===== config.mk =====
export PLATFORM = sky130hd
export DESIGN_NAME = hb_softstart_ctrl_flat
export DESIGN_NICKNAME = d
export VERILOG_FILES = /design/src/rtl/hb_softstart_if.sv /design/src/rtl/hb_softstart_ctrl.sv /design/src/flat_wrapper.sv
export SDC_FILE = /design/constraint.sdc
export NUM_CORES = 1
export LEC_CHECK = 0
export ABC_AREA = 0
export CORE_ASPECT_RATIO = 1.1
export CORE_UTILIZATION = 35
export CTS_BUF_LIST = sky130_fd_sc_hd__clkbuf_8
export CTS_CLUSTER_SIZE = 30
export DETAILED_ROUTE_END_ITERATION = 7
export MAX_ROUTING_LAYER = met4
export PLACE_DENSITY = 0.58
export REMOVE_ABC_BUFFERS = 1
export SLEW_MARGIN = 30
export SYNTH_ARGS = -nofsm -noshare
export SYNTH_HDL_FRONTEND = slang
export SYNTH_SLANG_ARGS = --single-unit

===== constraint.sdc =====
create_clock -name clk -period 7.6 [get_ports clk]
set_input_delay 1.52 -clock clk [delete_from_list [all_inputs] [get_ports clk]]
set_output_delay 1.52 -clock clk [all_outputs]
set_load 0.05 [all_outputs]

===== src/rtl/hb_softstart_if.sv =====
`default_nettype none
// ============================================================================
// Module      : hb_softstart_if
// Description : Control/status bundle between a half-bridge soft-start
//               controller and its surroundings (run request, fault, period
//               tick, comparator, ramp configuration, bridge control outputs).
// Revision    : 1.0 - initial release
// ============================================================================
interface hb_softstart_if;
    logic       en;
    logic       fault;
    logic       period_start;
    logic       cmp;
    logic [7:0] iref_target;
    logic [3:0] ramp_step;
    logic [7:0] ramp_div;
    logic [7:0] precharge_periods;
    logic [7:0] cooldown_periods;
    logic [2:0] retry_limit;
    logic       bridge_en;
    logic       low_only;
    logic [7:0] iref;
    logic [2:0] state;
    logic       fault_latched;
    logic [2:0] retries;

    // Supervisor side: issues requests/configuration, observes the bridge.
    modport master (
        output en, fault, period_start, cmp, iref_target, ramp_step, ramp_div,
               precharge_periods, cooldown_periods, retry_limit,
        input  bridge_en, low_only, iref, state, fault_latched, retries
    );

    // Controller side.
    modport slave (
        input  en, fault, period_start, cmp, iref_target, ramp_step, ramp_div,
               precharge_periods, cooldown_periods, retry_limit,
        output bridge_en, low_only, iref, state, fault_latched, retries
    );
endinterface
`default_nettype wire


===== src/rtl/hb_softstart_ctrl.sv =====
`default_nettype none
// ============================================================================
// Module      : hb_softstart_ctrl
// Description : Half-bridge soft-start sequencer: bootstrap precharge, stepped
//               peak-current reference ramp, overcurrent/fault trip with
//               cooldown, bounded auto-retry and lockout. All outputs are
//               registered from the next-state logic.
// Revision    : 1.0 - initial release
// ============================================================================
module hb_softstart_ctrl #(
    parameter int OC_LIMIT = 3
) (
    input  logic          clk,
    input  logic          rst,
    hb_softstart_if.slave bus
);

    localparam logic [7:0] C_OC_LIMIT = 8'(OC_LIMIT);

    typedef enum logic [2:0] {
        S_IDLE      = 3'd0,
        S_PRECHARGE = 3'd1,
        S_RAMP      = 3'd2,
        S_RUN       = 3'd3,
        S_COOLDOWN  = 3'd4,
        S_LOCKOUT   = 3'd5
    } state_e;

    state_e     state_q, state_d;
    logic [7:0] pc_cnt_q, pc_cnt_d;       // precharge periods elapsed
    logic [7:0] step_cnt_q, step_cnt_d;   // periods since last ramp step
    logic [7:0] oc_cnt_q, oc_cnt_d;       // consecutive overcurrent periods
    logic [7:0] cd_cnt_q, cd_cnt_d;       // cooldown periods elapsed
    logic [2:0] retries_q, retries_d;
    logic [7:0] iref_q, iref_d;
    logic       bridge_en_q, bridge_en_d;
    logic       low_only_q, low_only_d;
    logic       fault_latched_q, fault_latched_d;

    // Configuration captured when leaving IDLE so a live change cannot
    // disturb a start-up already in progress.
    logic [7:0] cfg_target_q, cfg_target_d;
    logic [3:0] cfg_step_q, cfg_step_d;
    logic [7:0] cfg_div_q, cfg_div_d;
    logic [7:0] cfg_pre_q, cfg_pre_d;
    logic [7:0] cfg_cool_q, cfg_cool_d;
    logic [2:0] cfg_retry_q, cfg_retry_d;

    logic       trip;
    logic       cd_done;
    logic [8:0] ramp_sum;

    // Next-state, counter and registered-output computation.
    always_comb begin
        state_d     = state_q;
        pc_cnt_d    = pc_cnt_q;
        step_cnt_d  = step_cnt_q;
        oc_cnt_d    = oc_cnt_q;
        cd_cnt_d    = cd_cnt_q;
        retries_d   = retries_q;
        iref_d      = iref_q;
        cfg_target_d = cfg_target_q;
        cfg_step_d  = cfg_step_q;
        cfg_div_d   = cfg_div_q;
        cfg_pre_d   = cfg_pre_q;
        cfg_cool_d  = cfg_cool_q;
        cfg_retry_d = cfg_retry_q;
        trip        = 1'b0;
        cd_done     = 1'b0;
        // Nine bits so the sum can exceed 255 and be clamped instead of wrapping.
        ramp_sum    = {1'b0, iref_q} + {5'd0, cfg_step_q};

        case (state_q)
            S_IDLE: begin
                if (bus.en && !bus.fault) begin
                    state_d      = S_PRECHARGE;
                    cfg_target_d = bus.iref_target;
                    cfg_step_d   = bus.ramp_step;
                    cfg_div_d    = bus.ramp_div;
                    cfg_pre_d    = bus.precharge_periods;
                    cfg_cool_d   = bus.cooldown_periods;
                    cfg_retry_d  = bus.retry_limit;
                end
            end
            S_PRECHARGE: begin
                if (bus.fault) begin
                    trip = 1'b1;
                end else if (cfg_pre_q == 8'd0) begin
                    state_d = S_RAMP;
                end else if (bus.period_start) begin
                    pc_cnt_d = pc_cnt_q + 8'd1;
                    if (pc_cnt_d == cfg_pre_q) begin
                        state_d = S_RAMP;
                    end
                end
            end
            S_RAMP, S_RUN: begin
                if (bus.period_start) begin
                    if (bus.cmp) begin
                        oc_cnt_d = oc_cnt_q + 8'd1;
                        if (oc_cnt_d == C_OC_LIMIT) begin
                            trip = 1'b1;
                        end
                    end else begin
                        oc_cnt_d = 8'd0;
                    end
                end
                if (bus.fault) begin
                    trip = 1'b1;
                end
                if (state_q == S_RAMP) begin
                    // A zero step would never converge, so it jumps straight to target.
                    if ((iref_q == cfg_target_q) || (cfg_step_q == 4'd0)) begin
                        state_d = S_RUN;
                    end else if (bus.period_start) begin
                        if (step_cnt_q == cfg_div_q) begin
                            step_cnt_d = 8'd0;
                            iref_d = (ramp_sum > {1'b0, cfg_target_q}) ? cfg_target_q
                                                                         : ramp_sum[7:0];
                        end else begin
                            step_cnt_d = step_cnt_q + 8'd1;
                        end
                    end
                end
            end
            S_COOLDOWN: begin
                // The counter parks at the terminal value so a pending fault
                // keeps the decision armed until it clears.
                if (cd_cnt_q == cfg_cool_q) begin
                    cd_done = 1'b1;
                end else if (bus.period_start) begin
                    cd_cnt_d = cd_cnt_q + 8'd1;
                    cd_done  = (cd_cnt_d == cfg_cool_q);
                end
                if (cd_done) begin
                    if (retries_q > cfg_retry_q) begin
                        state_d = S_LOCKOUT;
                    end else if (!bus.fault) begin
                        state_d = S_PRECHARGE;
                    end
                end
            end
            S_LOCKOUT: begin
                state_d = S_LOCKOUT;
            end
            default: begin
                state_d = S_IDLE;
            end
        endcase

        if (trip) begin
            state_d   = S_COOLDOWN;
            retries_d = (retries_q == 3'd7) ? 3'd7 : retries_q + 3'd1;
        end

        // Dropping the run request overrides everything, including a trip.
        if (!bus.en) begin
            state_d = S_IDLE;
        end

        // Every state starts its own counting from zero.
        if (state_d != state_q) begin
            pc_cnt_d   = 8'd0;
            step_cnt_d = 8'd0;
            oc_cnt_d   = 8'd0;
            cd_cnt_d   = 8'd0;
        end

        if (state_d == S_IDLE) begin
            retries_d = 3'd0;
        end

        bridge_en_d     = (state_d == S_RAMP) || (state_d == S_RUN);
        low_only_d      = (state_d == S_PRECHARGE);
        fault_latched_d = (state_d == S_LOCKOUT);
        if (state_d == S_RUN) begin
            iref_d = cfg_target_d;
        end else if (state_d != S_RAMP) begin
            iref_d = 8'd0;
        end
    end

    // State, counter, configuration and output registers.
    always_ff @(posedge clk) begin
        if (rst) begin
            state_q         <= S_IDLE;
            pc_cnt_q        <= 8'd0;
            step_cnt_q      <= 8'd0;
            oc_cnt_q        <= 8'd0;
            cd_cnt_q        <= 8'd0;
            retries_q       <= 3'd0;
            iref_q          <= 8'd0;
            bridge_en_q     <= 1'b0;
            low_only_q      <= 1'b0;
            fault_latched_q <= 1'b0;
            cfg_target_q    <= 8'd0;
            cfg_step_q      <= 4'd0;
            cfg_div_q       <= 8'd0;
            cfg_pre_q       <= 8'd0;
            cfg_cool_q      <= 8'd0;
            cfg_retry_q     <= 3'd0;
        end else begin
            state_q         <= state_d;
            pc_cnt_q        <= pc_cnt_d;
            step_cnt_q      <= step_cnt_d;
            oc_cnt_q        <= oc_cnt_d;
            cd_cnt_q        <= cd_cnt_d;
            retries_q       <= retries_d;
            iref_q          <= iref_d;
            bridge_en_q     <= bridge_en_d;
            low_only_q      <= low_only_d;
            fault_latched_q <= fault_latched_d;
            cfg_target_q    <= cfg_target_d;
            cfg_step_q      <= cfg_step_d;
            cfg_div_q       <= cfg_div_d;
            cfg_pre_q       <= cfg_pre_d;
            cfg_cool_q      <= cfg_cool_d;
            cfg_retry_q     <= cfg_retry_d;
        end
    end

    assign bus.state         = state_q;
    assign bus.bridge_en     = bridge_en_q;
    assign bus.low_only      = low_only_q;
    assign bus.iref          = iref_q;
    assign bus.fault_latched = fault_latched_q;
    assign bus.retries       = retries_q;

endmodule
`default_nettype wire


===== src/flat_wrapper.sv =====
// flat-port wrapper written by rule: the top's interface ports become plain ports
module hb_softstart_ctrl_flat 
#(
    parameter int OC_LIMIT = 3
)
  (clk, rst, bus_en, bus_fault, bus_period_start, bus_cmp, bus_iref_target, bus_ramp_step, bus_ramp_div, bus_precharge_periods, bus_cooldown_periods, bus_retry_limit, bus_bridge_en, bus_low_only, bus_iref, bus_state, bus_fault_latched, bus_retries);
  hb_softstart_if bus_i ();
  input  logic clk;
  input  logic rst;
  input wire logic [$bits(bus_i.en)-1:0] bus_en;
  input wire logic [$bits(bus_i.fault)-1:0] bus_fault;
  input wire logic [$bits(bus_i.period_start)-1:0] bus_period_start;
  input wire logic [$bits(bus_i.cmp)-1:0] bus_cmp;
  input wire logic [$bits(bus_i.iref_target)-1:0] bus_iref_target;
  input wire logic [$bits(bus_i.ramp_step)-1:0] bus_ramp_step;
  input wire logic [$bits(bus_i.ramp_div)-1:0] bus_ramp_div;
  input wire logic [$bits(bus_i.precharge_periods)-1:0] bus_precharge_periods;
  input wire logic [$bits(bus_i.cooldown_periods)-1:0] bus_cooldown_periods;
  input wire logic [$bits(bus_i.retry_limit)-1:0] bus_retry_limit;
  output wire logic [$bits(bus_i.bridge_en)-1:0] bus_bridge_en;
  output wire logic [$bits(bus_i.low_only)-1:0] bus_low_only;
  output wire logic [$bits(bus_i.iref)-1:0] bus_iref;
  output wire logic [$bits(bus_i.state)-1:0] bus_state;
  output wire logic [$bits(bus_i.fault_latched)-1:0] bus_fault_latched;
  output wire logic [$bits(bus_i.retries)-1:0] bus_retries;
  assign bus_i.en = bus_en;
  assign bus_i.fault = bus_fault;
  assign bus_i.period_start = bus_period_start;
  assign bus_i.cmp = bus_cmp;
  assign bus_i.iref_target = bus_iref_target;
  assign bus_i.ramp_step = bus_ramp_step;
  assign bus_i.ramp_div = bus_ramp_div;
  assign bus_i.precharge_periods = bus_precharge_periods;
  assign bus_i.cooldown_periods = bus_cooldown_periods;
  assign bus_i.retry_limit = bus_retry_limit;
  assign bus_bridge_en = bus_i.bridge_en;
  assign bus_low_only = bus_i.low_only;
  assign bus_iref = bus_i.iref;
  assign bus_state = bus_i.state;
  assign bus_fault_latched = bus_i.fault_latched;
  assign bus_retries = bus_i.retries;
  hb_softstart_ctrl #(.OC_LIMIT(OC_LIMIT)) u_core (.clk(clk), .rst(rst), .bus(bus_i));
endmodule

Word-level counts from Yosys, hierarchy flattened

Cells that the tools add are included.

Output and inout port bits: 17
Bits in registers: 88
Logic and storage cells: 103
Input bits: 45

$add $sub $neg: 6
Bitwise logic cells: 4
Equality and inequality tests: 19
Muxes and demuxes: 35
Reductions and logical operators: 21
$lt $le $gt $ge: 2

Operators by type and width:

| kind                                                                    | count |
|---|---|
| 8-bit 2-to-1 mux                                                        | 12 |
| 8-bit equality test                                                     | 5 |
| 3-bit 2-to-1 mux                                                        | 13 |
| 8-bit by 1-bit adder with 8-bit output, second input constant           | 4 |
| 3-bit one-hot mux with 5 select lines                                   | 1 |
| 3-bit by 2-bit equality test with 1-bit output, second input constant   | 4 |
| 3-bit equality test, second input constant                              | 4 |
| 3-bit nonzero test                                                      | 4 |
| 8-bit by 4-bit adder with 9-bit output                                  | 1 |
| 9-bit by 8-bit > comparator with 1-bit output                           | 1 |
| 8-bit by 2-bit equality test with 1-bit output, second input constant   | 1 |
| 8-bit logical NOT                                                       | 1 |
| 1-bit 2-to-1 mux                                                        | 8 |
| 4-bit AND reduction                                                     | 2 |
| 3-bit by 1-bit equality test with 1-bit output, second input constant   | 2 |
| 3-bit logical NOT                                                       | 2 |
| 2-bit OR reduction                                                      | 3 |
| 5-bit AND reduction                                                     | 1 |
| 4-bit logical NOT                                                       | 1 |
| 1-bit inverter                                                          | 4 |
| 2-bit AND reduction                                                     | 2 |
| 3-bit by 1-bit adder with 3-bit output, second input constant           | 1 |
| 3-bit > comparator                                                      | 1 |
| 3-bit by 2-bit inequality test with 1-bit output, second input constant | 1 |
| other kinds (7)                                                         | 8 |

Logic depth before layout (Yosys ltp)

Word-level depth: 12
Depth in mapped cells: 15
Mapped depth without buffers: 15

Least setup slack after synthesis

OpenSTA, ideal clock, no wires.

Path type: flip-flop to flip-flop
Start point: register u_core.iref_q[0], in the netlist u_core.bus.iref[0]
End point: register u_core.iref_q[4], in the netlist u_core.bus.iref[4]
Library setup time: 0.129 ns
Data required time: 7.471 ns
Arrival: 3.410 ns
Setup slack: 4.061 ns
Stages on the path, launching flop included: 16
Period minus slack after synthesis: 3.539 ns
Path buffers: 0
Path through: dfxtp_1 > ha_1 > fa_1 > a21o_1 > a21oi_1 > or3_1 > nand2_1 > ha_1 > nand4_1 > nor2_1 > a211oi_1 > o21a_1 > nor2_1 > o32ai_1 > a221oi_1 > a211oi_1

Word-level cells in the longest chain between the ends: 10
Elaborated cells on any way between the ends: 25
Classes of those cells: add/sub (1); order compare (1); eq/ne (4); mux (13); reduce/logical (6)

Ends and longest elaborated chain:

| what                                                                                     | line                                               | text |
|---|---|---|
| from (decl)                                                                              | hb_softstart_ctrl.sv:35                            | `logic [7:0] iref_q, iref_d;` |
| from (signal assigned)                                                                   | hb_softstart_ctrl.sv:209                           | `iref_q <= iref_d;` |
| 8-bit by 4-bit adder with 9-bit output / 8-bit equality test (equally long branches)     | hb_softstart_ctrl.sv:71, hb_softstart_ctrl.sv:113  |  |
| 9-bit by 8-bit > comparator with 1-bit output / 1-bit logical OR (equally long branches) | hb_softstart_ctrl.sv:118, hb_softstart_ctrl.sv:113 |  |
| 8-bit 2-to-1 mux / 3-bit 2-to-1 mux (equally long branches)                              | hb_softstart_ctrl.sv:118, hb_softstart_ctrl.sv:113 |  |
| 8-bit 2-to-1 mux / 3-bit 2-to-1 mux (equally long branches)                              | hb_softstart_ctrl.sv:116, hb_softstart_ctrl.sv:111 |  |
| 8-bit 2-to-1 mux / 3-bit one-hot mux with 5 select lines (equally long branches)         | hb_softstart_ctrl.sv:115, hb_softstart_ctrl.sv:73  |  |
| 8-bit 2-to-1 mux / 3-bit 2-to-1 mux (equally long branches)                              | hb_softstart_ctrl.sv:113, hb_softstart_ctrl.sv:151 |  |
| 8-bit 2-to-1 mux / 3-bit 2-to-1 mux (equally long branches)                              | hb_softstart_ctrl.sv:111, hb_softstart_ctrl.sv:157 |  |
| 8-bit 2-to-1 mux, or another cell as far along                                           | hb_softstart_ctrl.sv:73                            | `case (state_q)` |
| 8-bit 2-to-1 mux, or another cell as far along                                           | hb_softstart_ctrl.sv:178                           | `end else if (state_d != S_RAMP) begin` |
| 8-bit 2-to-1 mux / 5-bit AND reduction (equally long branches)                           | --                                                 |  |

Parallel ways exist; a longest one is shown, timed or not. The select of a mux whose other input is x is not followed.
A chain may end at the register's enable or synchronous reset.

Worst setup path in the final report

Start point: input bus_fault
End point: register u_core.pc_cnt_q[3]

Word-level cells in the longest chain between the ends: 8
Elaborated cells on any way between the ends: 17
Classes of those cells: eq/ne (1); mux (11); bitwise (1); reduce/logical (4)

Ends and longest elaborated chain:

| what                                                         | line                                              | text |
|---|---|---|
| from (decl)                                                  | flat_wrapper.sv:11                                | `input wire logic [$bits(bus_i.fault)-1:0] bus_fault;` |
| 3-bit 2-to-1 mux / 1-bit logical NOT (equally long branches) | hb_softstart_ctrl.sv:138, hb_softstart_ctrl.sv:75 |  |
| 3-bit 2-to-1 mux / 1-bit logical AND (equally long branches) | hb_softstart_ctrl.sv:136, hb_softstart_ctrl.sv:75 |  |
| 3-bit 2-to-1 mux (on tied branches)                          | hb_softstart_ctrl.sv:135, hb_softstart_ctrl.sv:75 |  |
| 3-bit one-hot mux with 5 select lines                        | hb_softstart_ctrl.sv:73                           |  |
| 3-bit 2-to-1 mux                                             | hb_softstart_ctrl.sv:151                          | `if (trip) begin` |
| 3-bit 2-to-1 mux                                             | hb_softstart_ctrl.sv:157                          | `if (!bus.en) begin` |
| 3-bit inequality test                                        | hb_softstart_ctrl.sv:162                          | `if (state_d != state_q) begin` |
| 2-bit OR reduction (no source line)                          | --                                                |  |
| to (signal assigned)                                         | hb_softstart_ctrl.sv:204                          | `pc_cnt_q <= pc_cnt_d;` |
| to (decl)                                                    | hb_softstart_ctrl.sv:30                           | `logic [7:0] pc_cnt_q, pc_cnt_d;` |

Parallel ways exist; a longest one is shown, timed or not.

==> flow_summary_export.csv <==
group,metric,value,unit
outcome,status,"complete, no violations",
floorplanning,rows,45,
yosys,synth_area_leaders,"dfxtp_1 35%, nand2_1 7.8%, xor2_1 6.6%",
cells_and_area,fillers,1459,
routing,first_iter_violations,197,
timing,setup_viol,0,
clock_network,clk_latency,370,ps
grt,grt_pass1_wl,20360,um
clock_network,cts.sinks,88,
routing,vias,4578,
place,portBuffers,61,
yosys,synth_async_sr_flop_share,0,
critical_path,path_class,"input pin to flip-flop",
timing,fin_ws,2906,ps
cells_and_area,seqCellArea,1762,um^2
yosys,synthCells,647,
timing,finalCritPeriodShare,0.6176,
critical_path,path_max_fanout,41,
timing,slew_headroom,0.4213,
routing,via_per_inst,5.196,
cells_and_area,drive_above_1_share,0.03319,
clock_network,ctsRootBufferMaster,"clkbuf_8",
timing,worstMarginPinSlew,868.0,ps
yosys,synth_warnings,0,
yosys,synth_top_area_cell,"dfxtp_1",
routing,drtPass1Iterations,4,
grt,antenna_found_initial,0,
power,power_density,160.2,nW/um^2
run,maxCapViolations,0,
grt,grt_max_degree,44,
clock_network,clock_path_buffers,2,
timing,skew,6.078,ps
grt,grt_pass1_vias,4371,
floorplanning,die_w,116.8,um
clock_network,cts_hold_buf,0,
cells_and_area,antenna_cells,0,
place,dp_hpwl,9199,um
hold_path,hold_class,"flip-flop to flip-flop",
timing,layout_min_cycle_time,4694,ps
place,place_ws,2506,ps
yosys,avgSynthCellArea,7.842,um^2
floorplanning,die_y,128.3,um
power,worst_ir_drop_vdd,0.07159,mV
grt,grt_overflow,0,
yosys,synth_top_area_share,0.3472,
clock_network,tritoncts,"done",
routing,drt_wl_total,12430,um
yosys,netlist_area,5074,um^2
critical_path,critical-path-top-delay-family,"compound AO/OA/AOI/OAI gates",
grt,grt_util_all_layers,0.1796,
floorplanning,core_area,13960,um^2
timing,slew_violations,0,
critical_path,startpoint_type,"input pin",
timing,rsz0062_at_grt,"false",
timing,setup_tns,0,ps
critical_path,cp_data_required_time,7860,ps
clock_network,cts_resized,0,
clock_network,clkTransAtPathRegs,80,ps
floorplanning,io_pins,62,
cells_and_area,multi_input_area,3112,um^2
clock_network,postCtsSetupRepairBufs,0,
critical_path,cp_common_cell,"nor2_1",
timing,hold_viol,0,
yosys,synth.distinct_cells,56,
routing,drc_errors,0,
floorplanning,dieArea,14980,um^2
critical_path,crit_chain,"clkdlybuf4s50_1 -> nor2_1 -> and3_2 -> a221o_1 -> a211oi_1 -> a21oi_2 -> o2111ai_2 -> buf_4 -> nor2_1",
cells_and_area,area_growth,18.30,%
clock_network,cts_made_buffers,9,
timing,hold_ws,462.7,ps
critical_path,endpoint_kind,"flip-flop",
place,gp_congestion,0.8731,
clock_network,htreeDepth,3,
critical_path,critPathBufInv,2,
floorplanning,start_util,0.3634,
yosys,synth_seq_area_share,0.3472,
yosys,synth-edff-count,0,
yosys,synth-seq-cells,88,
timing,max_freq,213.1,MHz
critical_path,max_stage_delay,700,ps
routing,wl_per_cell,14.10,um
critical_path,cp_slowest_cell,"o2111ai_2",
yosys,synth_top_flop_cell,"dfxtp_1",
critical_path,cp.arrival,4950,ps
cells_and_area,fin_nets,758,
power,leakage,2.298,nW
routing,ant_nets,0,
==> sequential cells by signal, indices dropped and copies added (netlist names) <==
signal,count
u_core.bus.bridge_en,1
u_core.bus.fault_latched,1
u_core.bus.iref,8
u_core.bus.low_only,1
u_core.bus.retries,3
u_core.bus.state,3
u_core.cd_cnt_q,8
u_core.cfg_cool_q,8
u_core.cfg_div_q,8
u_core.cfg_pre_q,8
u_core.cfg_retry_q,3
u_core.cfg_step_q,4
u_core.cfg_target_q,8
u_core.oc_cnt_q,8
u_core.pc_cnt_q,8
u_core.step_cnt_q,8
==> placed cells by master, fill, tap and decap left out, drive strengths merged, types with 2 or more instances in the layout <==
master / n
or3b: 2
o2111ai: 2
buf: 2
a21oi: 63
nor2: 63
a2111oi: 2
a21o: 8
a31oi: 3
o211a: 3
clkbuf: 9
and2: 6
ha: 21
a221oi: 2
nor3: 16
bufinv: 2
mux2i: 10
or3: 4
o21ai: 20
o211ai: 3
nor2b: 10
nand3: 21
o31a: 3
inv: 21
nand2b: 6
xnor2: 22
a211oi: 15
nand2: 105
and3: 8
nor3b: 7
o21a: 6
or2: 2
and4: 5
nand4: 13
clkdlybuf4s50: 61
xor2: 38
nor4: 9
dfxtp: 88
==> path summary, 6_finish.rpt <==
path / from / end / slack [ps] / depth (start not counted)
max: bus_fault / u_core.pc_cnt_q[3]$_SDFFE_PP0P_ / 2910 / 9
min: u_core.cfg_retry_q[0]$_SDFFE_PP0P_ / u_core.cfg_retry_q[0]$_SDFFE_PP0P_ / 460 / 2
max reg2reg: u_core.bus.iref[0]$_SDFFE_PP0P_ / u_core.bus.iref[4]$_SDFFE_PP0P_ / 3690 / 14
min reg2reg: u_core.cfg_retry_q[0]$_SDFFE_PP0P_ / u_core.cfg_retry_q[0]$_SDFFE_PP0P_ / 460 / 2
==> layout make-up <==
class / instances / area share
Tap cell: 188 / 0.03919
Clock inverter: 4 / 0.01209
Multi-Input combinational cell: 510 / 0.5184
Inverter: 19 / 0.01188
Sequential cell: 88 / 0.2935
Timing Repair Buffer: 63 / 0.1042
Clock buffer: 9 / 0.02064
==> power by group <==
group / leakage, nW / total, mW / internal (mW) / switching (mW)
sequential: 0.713 / 0.482 / 0.472 / 0.0106
combinational: 1.48 / 0.134 / 0.0575 / 0.0767
clock: 0.103 / 0.345 / 0.180 / 0.165
==> routing by layer <==
| layer | track usage | part of all wire |
|---|---|---|
| met1 | 0.2161 | 0.46 |
| met2 | 0.2986 | 0.48 |
| met3 | 0.02553 | 0.044 |
| met4 | 0.07446 | 0.020 |
| met5 | - | 0 |
==> worst reg2reg max path: cells and delay by family, from the launching register on <==
kind	cells	cell delay, ps
DFF	1	350
adders and majority gates	3	850
and+or+nand+nor	5	1050
AOI/OAI and AO/OA	6	1510
==> cell families (layout without fill, tap and decap cells) <==
group           after synthesis  after routing  synth area share
xor+xnor                     60             60            0.1036
fa+ha+maj                    22             22           0.05573
flops                        88             88            0.3472
compound gates              138            138            0.1719
mux                          10             10           0.01973
buf+inv                      49             95           0.04118
simple gates                280            280            0.2607
==> metrics by stage <==
step | total power [mW] | instances | cell area, um^2 | util
after floorplan | 0.5699 | 617 | 4936 | -
after global placement | 0.6246 | 868 | 5798 | 0.4152
after detailed placement | 0.6269 | 868 | 5803 | 0.4156
after CTS | 0.9758 | 881 | 6000 | 0.4297
after global routing | 1.008 | 881 | 6002 | 0.4298
final | 0.9615 | 881 | 6002 | 0.4298
==> Yosys cell counts, types with 2 or more instances <==
| cell type | count |
|---|---|
| nor4_1 | 9 |
| o211a_1 | 3 |
| dfxtp_1 | 88 |
| o31a_1 | 3 |
| o21a_1 | 6 |
| o211ai_1 | 3 |
| mux2i_1 | 10 |
| and3_1 | 8 |
| xnor2_1 | 22 |
| a31oi_1 | 3 |
| buf_2 | 2 |
| a21oi_1 | 62 |
| nor2_1 | 63 |
| inv_1 | 19 |
| or3_1 | 4 |
| nand2_1 | 105 |
| a221oi_1 | 2 |
| nor2b_1 | 10 |
| o21ai_1 | 2 |
| and2_1 | 6 |
| nand2b_1 | 6 |
| nor3b_1 | 7 |
| nor3_1 | 15 |
| o21ai_0 | 18 |
| nand3_1 | 21 |
| a21o_1 | 8 |
| buf_6 | 3 |
| buf_1 | 2 |
| nand4_1 | 13 |
| a211oi_1 | 15 |
| xor2_1 | 38 |
| and4_1 | 5 |
| clkbuf_1 | 23 |
| ha_1 | 21 |
(Power assumes the default switching activity.)
